File: config.mk
export PLATFORM = sky130hd
export DESIGN_NAME = i2c_master_flat
export DESIGN_NICKNAME = d
export VERILOG_FILES = /design/src/rtl/i2c_pkg.sv /design/src/rtl/i2c_master_if.sv /design/src/rtl/i2c_bit_timer.sv /design/src/rtl/i2c_master.sv /design/src/flat_wrapper.sv
export SDC_FILE = /design/constraint.sdc
export NUM_CORES = 1
export LEC_CHECK = 0
export BUFFER_PORTS_ARGS = -buffer_cell sky130_fd_sc_hd__buf_4
export CAP_MARGIN = 40
export CELL_PAD_IN_SITES_DETAIL_PLACEMENT = 1
export CELL_PAD_IN_SITES_GLOBAL_PLACEMENT = 2
export CORE_MARGIN = 2
export CORE_UTILIZATION = 36
export DETAILED_ROUTE_END_ITERATION = 16
export PLACE_DENSITY_LB_ADDON = 0.1
export SKIP_CTS_REPAIR_TIMING = 1
export SLEW_MARGIN = 20
export SYNTH_ARGS = -nofsm -noshare
export SYNTH_HDL_FRONTEND = slang
export SYNTH_SLANG_ARGS = --single-unit
export TNS_END_PERCENT = 30
File: constraint.sdc
create_clock -name clk -period 2.6 [get_ports clk]
set_input_delay 0.26 -clock clk [delete_from_list [all_inputs] [get_ports clk]]
set_output_delay 0.26 -clock clk [all_outputs]
set_load 0.03 [all_outputs]
File: src/rtl/i2c_pkg.sv
// ============================================================================
// Package  : i2c_pkg
// Brief    : Shared state encoding and bit timing for the I2C master.
// Revision : 1.0
// ============================================================================
`default_nettype none

package i2c_pkg;

  localparam int BIT_CYCLES = 2;

  // Encodings are fixed so the state can be read directly on a debug probe
  typedef enum logic [3:0] {
    IDLE       = 4'd0,
    START      = 4'd1,
    ADDR       = 4'd2,
    RW         = 4'd3,
    ACK_WAIT   = 4'd4,
    WRITE_BYTE = 4'd5,
    MASTER_ACK = 4'd6,
    READ_HI    = 4'd7,
    READ_LO    = 4'd8,
    STOP       = 4'd9
  } state_t;

  // What an acknowledge slot follows, which decides where the FSM goes next
  typedef enum logic [1:0] {
    ACK_ADDR = 2'd0,
    ACK_MORE = 2'd1,
    ACK_LAST = 2'd2
  } ack_kind_t;

endpackage

`default_nettype wire

File: src/rtl/i2c_master_if.sv
// ============================================================================
// Interface : i2c_master_if
// Brief     : Host request/response and SCL/SDA pad signals of the I2C master.
// Revision  : 1.0
// ============================================================================
`default_nettype none

interface i2c_master_if;

  logic        start;
  logic        rw;
  logic        two_bytes;
  logic [6:0]  addr;
  logic [15:0] data;
  logic        ready;
  logic [15:0] read_data;
  logic        scl_in;
  logic        sda_in;
  logic        scl_out;
  logic        sda_out;

  modport master (
    input  start, rw, two_bytes, addr, data, scl_in, sda_in,
    output ready, read_data, scl_out, sda_out
  );

  modport slave (
    output start, rw, two_bytes, addr, data, scl_in, sda_in,
    input  ready, read_data, scl_out, sda_out
  );

endinterface

`default_nettype wire

File: src/rtl/i2c_bit_timer.sv
// ============================================================================
// Module   : i2c_bit_timer
// Brief    : Phase counter giving the SCL-high phase and the end-of-bit strobe.
// Revision : 1.0
// ============================================================================
`default_nettype none

module i2c_bit_timer
  import i2c_pkg::*;
(
  input  logic clk,
  input  logic rst,
  input  logic en,
  output logic scl_hi,
  output logic sample
);

  localparam int c_cnt_w = (BIT_CYCLES > 1) ? $clog2(BIT_CYCLES) : 1;
  localparam logic [c_cnt_w-1:0] c_last = c_cnt_w'(BIT_CYCLES - 1);
  localparam logic [c_cnt_w-1:0] c_half = c_cnt_w'(BIT_CYCLES / 2);

  logic [c_cnt_w-1:0] r_cnt;

  // Held at zero while idle so every transaction starts on phase 0
  always_ff @(posedge clk or negedge rst) begin
    if (!rst) begin
      r_cnt <= '0;
    end else if (!en || (r_cnt == c_last)) begin
      r_cnt <= '0;
    end else begin
      r_cnt <= r_cnt + 1'b1;
    end
  end

  assign scl_hi = (r_cnt >= c_half);
  assign sample = en && (r_cnt == c_last);

endmodule

`default_nettype wire

File: src/rtl/i2c_master.sv
// ============================================================================
// Module   : i2c_master
// Brief    : Single-master I2C controller, one addressed 1/2-byte transfer per start.
// Revision : 1.0
// ============================================================================
`default_nettype none

module i2c_master
  import i2c_pkg::*;
(
  input  logic         clk,
  input  logic         rst,
  i2c_master_if.master bus
);

  state_t      r_state, w_next_state;
  ack_kind_t   r_ack_kind, w_next_ack_kind;
  logic [3:0]  r_count, w_next_count;
  logic [6:0]  r_addr;
  logic [15:0] r_data;
  logic        r_rw;
  logic        r_two;
  logic [15:0] r_read_data;
  logic        w_scl_hi;
  logic        w_sample;
  logic        w_bus_free;
  logic        w_accept;
  logic        w_sda;

  i2c_bit_timer u_timer (
    .clk    (clk),
    .rst    (rst),
    .en     (r_state != IDLE),
    .scl_hi (w_scl_hi),
    .sample (w_sample)
  );

  assign w_bus_free    = bus.scl_in && bus.sda_in;
  assign bus.ready     = (r_state == IDLE) && w_bus_free;
  assign bus.scl_out   = ((r_state == IDLE) || (r_state == START)) ? 1'b1 : w_scl_hi;
  assign bus.sda_out   = w_sda;
  assign bus.read_data = r_read_data;

  always_ff @(posedge clk or negedge rst) begin
    if (!rst) begin
      r_state    <= IDLE;
      r_count    <= 4'd0;
      r_ack_kind <= ACK_ADDR;
    end else begin
      r_state    <= w_next_state;
      r_count    <= w_next_count;
      r_ack_kind <= w_next_ack_kind;
    end
  end

  always_ff @(posedge clk or negedge rst) begin
    if (!rst) begin
      r_addr      <= 7'd0;
      r_data      <= 16'd0;
      r_rw        <= 1'b0;
      r_two       <= 1'b0;
      r_read_data <= 16'd0;
    end else begin
      if (w_accept) begin
        r_addr <= bus.addr;
        r_data <= bus.data;
        r_rw   <= bus.rw;
        r_two  <= bus.two_bytes;
        if (bus.rw && !bus.two_bytes) begin
          r_read_data[15:8] <= 8'd0;
        end
      end
      if (w_sample && ((r_state == READ_HI) || (r_state == READ_LO))) begin
        r_read_data[r_count] <= bus.sda_in;
      end
    end
  end

  always_comb begin
    w_next_state    = r_state;
    w_next_count    = r_count;
    w_next_ack_kind = r_ack_kind;
    w_sda           = 1'b1;
    w_accept        = 1'b0;
    case (r_state)
      IDLE: begin
        if (bus.start && w_bus_free) begin
          w_accept     = 1'b1;
          w_next_state = START;
        end
      end
      START: begin
        // SDA falls in the second half while SCL stays high
        w_sda = ~w_scl_hi;
        if (w_sample) begin
          w_next_state = ADDR;
          w_next_count = 4'd6;
        end
      end
      ADDR: begin
        w_sda = r_addr[r_count[2:0]];
        if (w_sample) begin
          if (r_count == 4'd0) begin
            w_next_state = RW;
          end else begin
            w_next_count = r_count - 4'd1;
          end
        end
      end
      RW: begin
        w_sda = r_rw;
        if (w_sample) begin
          w_next_state    = ACK_WAIT;
          w_next_ack_kind = ACK_ADDR;
          w_next_count    = r_two ? 4'd15 : 4'd7;
        end
      end
      ACK_WAIT: begin
        if (w_sample) begin
          if (bus.sda_in) begin
            w_next_state = STOP;
          end else begin
            case (r_ack_kind)
              ACK_ADDR: begin
                if (!r_rw) begin
                  w_next_state = WRITE_BYTE;
                end else begin
                  w_next_state = r_two ? READ_HI : READ_LO;
                end
              end
              ACK_MORE: w_next_state = WRITE_BYTE;
              default:  w_next_state = STOP;
            endcase
          end
        end
      end
      WRITE_BYTE: begin
        w_sda = r_data[r_count];
        if (w_sample) begin
          if (r_count == 4'd8) begin
            w_next_state    = ACK_WAIT;
            w_next_ack_kind = ACK_MORE;
            w_next_count    = 4'd7;
          end else if (r_count == 4'd0) begin
            w_next_state    = ACK_WAIT;
            w_next_ack_kind = ACK_LAST;
          end else begin
            w_next_count = r_count - 4'd1;
          end
        end
      end
      READ_HI: begin
        if (w_sample) begin
          if (r_count == 4'd8) begin
            w_next_state    = MASTER_ACK;
            w_next_ack_kind = ACK_MORE;
            w_next_count    = 4'd7;
          end else begin
            w_next_count = r_count - 4'd1;
          end
        end
      end
      READ_LO: begin
        if (w_sample) begin
          if (r_count == 4'd0) begin
            w_next_state    = MASTER_ACK;
            w_next_ack_kind = ACK_LAST;
          end else begin
            w_next_count = r_count - 4'd1;
          end
        end
      end
      MASTER_ACK: begin
        // ACK keeps the slave sending; NACK on the final byte ends the read
        w_sda = (r_ack_kind == ACK_LAST);
        if (w_sample) begin
          w_next_state = (r_ack_kind == ACK_LAST) ? STOP : READ_LO;
        end
      end
      STOP: begin
        // SDA is held low here and released on the return to IDLE with SCL high
        w_sda = 1'b0;
        if (w_sample) begin
          w_next_state = IDLE;
        end
      end
      default: w_next_state = IDLE;
    endcase
  end

endmodule

`default_nettype wire

File: src/flat_wrapper.sv
// flat-port wrapper written by rule: the top's interface ports become plain ports
module i2c_master_flat import i2c_pkg::*;
  (clk, rst, bus_start, bus_rw, bus_two_bytes, bus_addr, bus_data, bus_scl_in, bus_sda_in, bus_ready, bus_read_data, bus_scl_out, bus_sda_out);
  i2c_master_if bus_i ();
  input  logic clk;
  input  logic rst;
  input wire logic [$bits(bus_i.start)-1:0] bus_start;
  input wire logic [$bits(bus_i.rw)-1:0] bus_rw;
  input wire logic [$bits(bus_i.two_bytes)-1:0] bus_two_bytes;
  input wire logic [$bits(bus_i.addr)-1:0] bus_addr;
  input wire logic [$bits(bus_i.data)-1:0] bus_data;
  input wire logic [$bits(bus_i.scl_in)-1:0] bus_scl_in;
  input wire logic [$bits(bus_i.sda_in)-1:0] bus_sda_in;
  output wire logic [$bits(bus_i.ready)-1:0] bus_ready;
  output wire logic [$bits(bus_i.read_data)-1:0] bus_read_data;
  output wire logic [$bits(bus_i.scl_out)-1:0] bus_scl_out;
  output wire logic [$bits(bus_i.sda_out)-1:0] bus_sda_out;
  assign bus_i.start = bus_start;
  assign bus_i.rw = bus_rw;
  assign bus_i.two_bytes = bus_two_bytes;
  assign bus_i.addr = bus_addr;
  assign bus_i.data = bus_data;
  assign bus_i.scl_in = bus_scl_in;
  assign bus_i.sda_in = bus_sda_in;
  assign bus_ready = bus_i.ready;
  assign bus_read_data = bus_i.read_data;
  assign bus_scl_out = bus_i.scl_out;
  assign bus_sda_out = bus_i.sda_out;
  i2c_master u_core (.clk(clk), .rst(rst), .bus(bus_i));
endmodule
* Word-level counts from Yosys, hierarchy flattened
Cells that the tools add are included.
** Operators by class
- Magnitude comparators :: 4
- Bitwise gates (word level) :: 1
- Mux-type cells :: 54
- Reductions and logical operators :: 22
- Equality and inequality tests :: 27
- Add/sub/neg operators :: 2
** Operators with widths (count)
- 4-bit two-way mux :: 27
- 4-bit case mux with 10 select lines :: 1
- 2-bit by 1-bit != test with 1-bit output (second input constant) :: 11
- 4-bit case mux with 5 select lines :: 1
- 16-bit bitwise mux :: 1
- 4-bit by 3-bit equality test with 1-bit output (second input constant) :: 4
- 16-bit two-way mux :: 1
- 8-bit two-way mux :: 2
- 2-bit two-way mux :: 7
- 14-bit AND reduction :: 1
- 4-bit equality test (second input constant) :: 3
- 6-bit AND reduction :: 2
- 4-bit by 2-bit equality test with 1-bit output (second input constant) :: 2
- 4-bit zero test :: 2
- 1-bit two-way mux :: 8
- 2-bit case mux with 4 select lines :: 1
- 4-bit case mux with 2 select lines :: 1
- 4-bit nonzero test :: 2
- 1-bit logical AND :: 7
- 2-bit != test (second input constant) :: 3
- 1-bit case mux with 6 select lines :: 1
- 4-bit by 5-bit < comparator with 1-bit output (second input constant) :: 1
- 5-bit nonzero test :: 1
- 1-bit binary-select mux with 4-bit select :: 1
- other kinds (16) :: 19
** Word-level totals
- Word-level logic and storage cells :: 120
- Register bits :: 52
- Output and inout port bits :: 19
- Bits of input ports :: 30

* Longest topological paths before layout
- Depth in word-level cells :: 7
- Mapped depth :: 9
- Mapped depth without buffers :: 7

* Cells and area by module
Synthesis repeated with hierarchy kept, for this count alone.
** Second synthesis, totals
- Cell total of the unflattened synthesis :: 286
- Area total of the unflattened synthesis :: 3020.4 um^2
** By module, submodules not included
- i2c_master :: sequential area each 1276.2 um^2, cells each 283, instances 1, area an instance 2979.1 um^2
- i2c_bit_timer :: sequential area each 25.0 um^2, cells each 3, instances 1, area an instance 41.3 um^2

* Worst setup path after synthesis
OpenSTA, ideal clock, no wires.
- Kind :: register to register
- From :: register u_core.r_count[0]
- To :: register u_core.r_state[0]
- Path buffers :: 2
- Arrival time :: 2.147 ns
- Clock period less this slack :: 2.272 ns
- Stages on the path, launching flop included :: 9
- Data required time :: 2.475 ns
- Setup time :: 0.125 ns
- Slack :: 0.328 ns
- Path through :: dfrtp_1 -> clkbuf_1 -> inv_1 -> ha_1 -> clkbuf_1 -> a21boi_0 -> o21ai_0 -> o2111a_1 -> mux2_2
** Between the ends
- Longest elaborated chain between the ends :: 4
- Elaborated cells between the ends (all ways) :: 10
- Classes of those cells :: eq/ne: 5; mux: 3; reduce/logical: 2
** RTL lines
- start, declared :: line i2c_master.sv:18 : logic [3:0] r_count, w_next_count;
- start signal, assigned :: line i2c_master.sv:51 : r_count <= w_next_count;
- 4-bit equality test :: line i2c_master.sv:140, i2c_master.sv:154
- 4-bit two-way mux :: line i2c_master.sv:140 : if (r_count == 4'd8) begin
- 4-bit two-way mux :: line i2c_master.sv:139 : if (w_sample) begin
- 4-bit case mux with 10 select lines :: line i2c_master.sv:85 : case (r_state)
- end signal, assigned :: line i2c_master.sv:50 : r_state <= w_next_state;
- end, declared :: line i2c_master.sv:16 : state_t r_state, w_next_state;
Parallel ways exist; a longest one is shown, timed or not. The select of a mux whose other input is x is not followed.
A chain may end at the register's enable or synchronous reset.

* Worst setup path after layout
- From :: register u_core.r_state[0]
- To :: output port bus_sda_out
** Between the ends
- Longest elaborated chain between the ends :: 2
- Elaborated cells between the ends (all ways) :: 7
- Classes of those cells :: eq/ne: 6; mux: 1
** RTL lines
- 4-bit equality test (tied with other cells) :: line i2c_master.sv:85
- 1-bit case mux with 6 select lines (*) :: line i2c_master.sv:85
- end, declared :: line flat_wrapper.sv:17 : output wire logic [$bits(bus_i.sda_out)-1:0] bus_sda_out;
Mark *: on every way between the ends. The rest lies on a longest branch, timed or not.

==> summary.md <==
| Metric | Value |
|---|---|
| First-pass detailed-route iteration total | 4 |
| Worst skew pair latency | 0.31 ns |
| CP Data Required Time | 2.34 ns |
| Final setup skew | 0.00674 ns |
| Dominant synthesized flop cell | sky130_fd_sc_hd__dfrtp_1 |
| RSZ-0062 raised after global routing | no |
| Core footprint | 0.00777 sq mm |
| Switching portion of total power | 42.9% |
| Sequential cell area fraction in the yosys report | 44.9% |
| Gate count after technology mapping | 271 |
| Post-synthesis register bit count | 52 |
| Number of placement rows | 32 |
| Number of routed nets with antenna violations | 0 |
| Number of endpoints failing setup at the final stage | 0 |
| CP Data Arrival Time | 2.04 ns |
| Sinks on the clock net | 52 |
| Fraction of power consumed by sequential logic | 33.9% |
| Total leakage power | 0.00149 uW |
| Number of nets in the synthesized netlist | 305 |
| Post-route cell area | 0.00350 sq mm |
| Final layout net count | 355 |
| Shortest clock period the worst path allows after layout | 2.30 ns |
| Inserted Diodes | 0 |
| Synthesized area per cell | ~11 sq um |
| Commonest non-fill, non-tap cell in the layout | sky130_fd_sc_hd__buf_4 |
| Worst-path fanout max | 13 |
| Half-perimeter wire length of the detailed placement result | 5580 um |
| Layout cell share with drive strength beyond 1 | 34.0% |
| Filler-free cell count of the finished design | about 420 |
| Total placed instance area | 0.00341 sq mm |
| Worst Setup Path Type | flop to output pin |
| Starting Density | 37.3% |
| Max_slew headroom | roughly 56% |
| P per Cell Area | 1230 mW/mm^2 |
| Post-synth EDFFs | 0 |
| Worst Tran Pin Value | 0.662 ns |
| Die X | 93.7 um |
| Detail-routed via count per cell | 5.53 |
| Summed negative setup slack over all endpoints | 0 ns |
| Floorplan die area | 0.00878 sq mm |
| Worst hold-check slack | -0.0281 ns |
| Top library cells by usage in the layout, fill and taps aside | sky130_fd_sc_hd__buf_4 (62), sky130_fd_sc_hd__dfrtp_1 (52), sky130_fd_sc_hd__mux2_2 (30) |
| TritonCTS clock tree | yes |
| Die outline height | 93.7 um |
| Hold Path Class | input port to asynchronous set/reset pin |
| Internal Power | 2450 uW |
| Maximum achievable frequency | 435 MHz |
| Reported net switching power | 1840 uW |
| Max IR drop VDD | 0.396 mV |
| Routed vias | 2,341 |
| Max_cap viols | 0 |
| First-pass GRT wire length | 13,000 um |
| All-Layer GR Usage | 18.9% |
| Failing checks | negative hold slack |
| Count of cell types in the netlist | 47 |
| Vias in the first global route | 2,483 |
| Longest Clk Path Bufs | 2 |
| Placer congestion estimate | 0.848 |
| Status | finished with violations |
| Total gr overflow | 0 |
| H-tree depth reported by CTS | 2 |
| Final wirelength | around 7600 um |
| Share of synthesized registers carrying an async set or reset | 100% |
| Area growth, synth to finish | 20.8% |
| Crit share post-route | roughly 88% |
| Kind of start point of the critical path | flop |
| Post-synthesis instance area | 0.00290 sq mm |
| Largest net degree at the start of global routing | 53 |
| Clock transition at path regs | approximately 0.1 ns |
| Buffers on Ports | 48 |
| Number of buffers created by CTS | 5 |
| Combinational group share of total power | about 55% |
| Initial drt markers | 122 |
| Antenna violations before repair | 0 |
| Cell at the root of the clock tree | sky130_fd_sc_hd__clkbuf_8 |
| Crit path capture type | output pin |
| Fin. max-slew vios | 0 |
| Cell Count Post-Placement | 416 |
| I/O pin total | 49 |
| WL per Instance | approximately 18 um |
| Clk network pwr share | between 10% and 20% |
| Yosys warnings | 0 |
| DRC Markers | 0 |
| Final count of hold timing violations | 39 |
-- power by group through the flow --
stage / clock, uW / sequential (uW) / combinational (uW)
after detailed placement: 0 / 1470 / 2360
after floorplan: 0 / 1540 / 1520
final: 495 / 1450 / 2340
after global routing: 549 / 1510 / 2590
after global placement: 0 / 1460 / 2330
after CTS: 518 / 1460 / 2360
-- worst paths after layout --
| kind | from | to | slack, ns | cells past startpoint |
|---|---|---|---|---|
| max in group asynchronous | rst | u_core.r_two | 2.18 | 1 |
| worst max-delay path | u_core.r_state[0] | bus_sda_out | 0.30 | 6 |
| worst min register to register | flop | flop | 0.49 | 2 |
| min in group clk | bus_addr[5] | u_core.r_addr[5] | 0.17 | 2 |
| worst min-delay path | rst | asynchronous set/reset pin | -0.03 | 1 |
| worst max register to register | u_core.r_state[3] | u_core.bus.read_data[10] | 0.36 | 6 |
-- final cells by class --
type | count | area, sq um
clock inverters | 1 | 8.76
multi-input cells | 191 | 1460
well taps | 102 | 128
repair buffers | 63 | 485
clock buffers | 6 | 82.6
inverters | 8 | 30.0
flip-flops and latches | 52 | 1300
fillers | 889 | 4270
-- critical path, cell delays in order, from the launching register on --
cell and delay [ns]:
sky130_fd_sc_hd__dfrtp_1 0.54, sky130_fd_sc_hd__and4bb_2 0.32, sky130_fd_sc_hd__buf_4 0.16, sky130_fd_sc_hd__a211oi_1 0.37
sky130_fd_sc_hd__a41oi_1 0.08, sky130_fd_sc_hd__nand3_1 0.09, sky130_fd_sc_hd__buf_4 0.16
-- per-stage QoR --
step	total power [uW]	setup slack (ns)	util (%)	hold WS (ns)
after floorplan	3060	0.328	-	-0.0356
final	4290	0.302	45.0	-0.0281
after CTS	4340	0.285	45.0	0.00621
after global routing	4650	0.201	45.0	0.0155
after global placement	3790	0.419	43.9	0.347
after detailed placement	3830	0.373	43.9	0.348
-- cell usage after synthesis (all sizes together) (3+ instances only) --
| library cell | n | area [sq um] |
|---|---|---|
| inv | 8 | 30.0 |
| o211ai | 12 | 90.1 |
| nor3b | 3 | 22.5 |
| mux4 | 4 | 90.1 |
| mux2i | 4 | 40.0 |
| nor4 | 3 | 33.8 |
| clkbuf | 13 | 48.8 |
| and3 | 3 | 18.8 |
| nand3b | 3 | 22.5 |
| mux2 | 33 | 372 |
| buf | 7 | 53.8 |
| nand3 | 13 | 65.1 |
| nor3 | 6 | 30.0 |
| dfrtp | 52 | 1300 |
| nor2b | 4 | 25.0 |
| nand2 | 25 | 93.8 |
| o21ai | 10 | 50.1 |
| nor2 | 10 | 37.5 |
| a211oi | 4 | 30.0 |
| nand2b | 3 | 18.8 |
| ha | 4 | 50.1 |
| o31ai | 12 | 90.1 |
| a21oi | 9 | 56.3 |
-- logic make-up after synthesis --
kind of cell               after synthesis  synth area share [%]
and+or+nand+nor                         80                  14.9
buffers and inverters                   28                  4.58
AOI/OAI and AO/OA                       64                  15.9
adders and majority gates                4                  1.73
xor gates and xnor gates                 2                 0.605
DFF                                     52                  44.9
muxes                                   41                  17.3
-- layer usage --
metal  routed length [um]  track usage (%)  up-vias
met5                    0                0        -
met1                 3680             27.6     1166
met3                  373             3.29        4
met4                   51             4.23        0
li1                     -                -     1105
met2                 3500             29.3       66
Power figures use the tool's default switching activity.
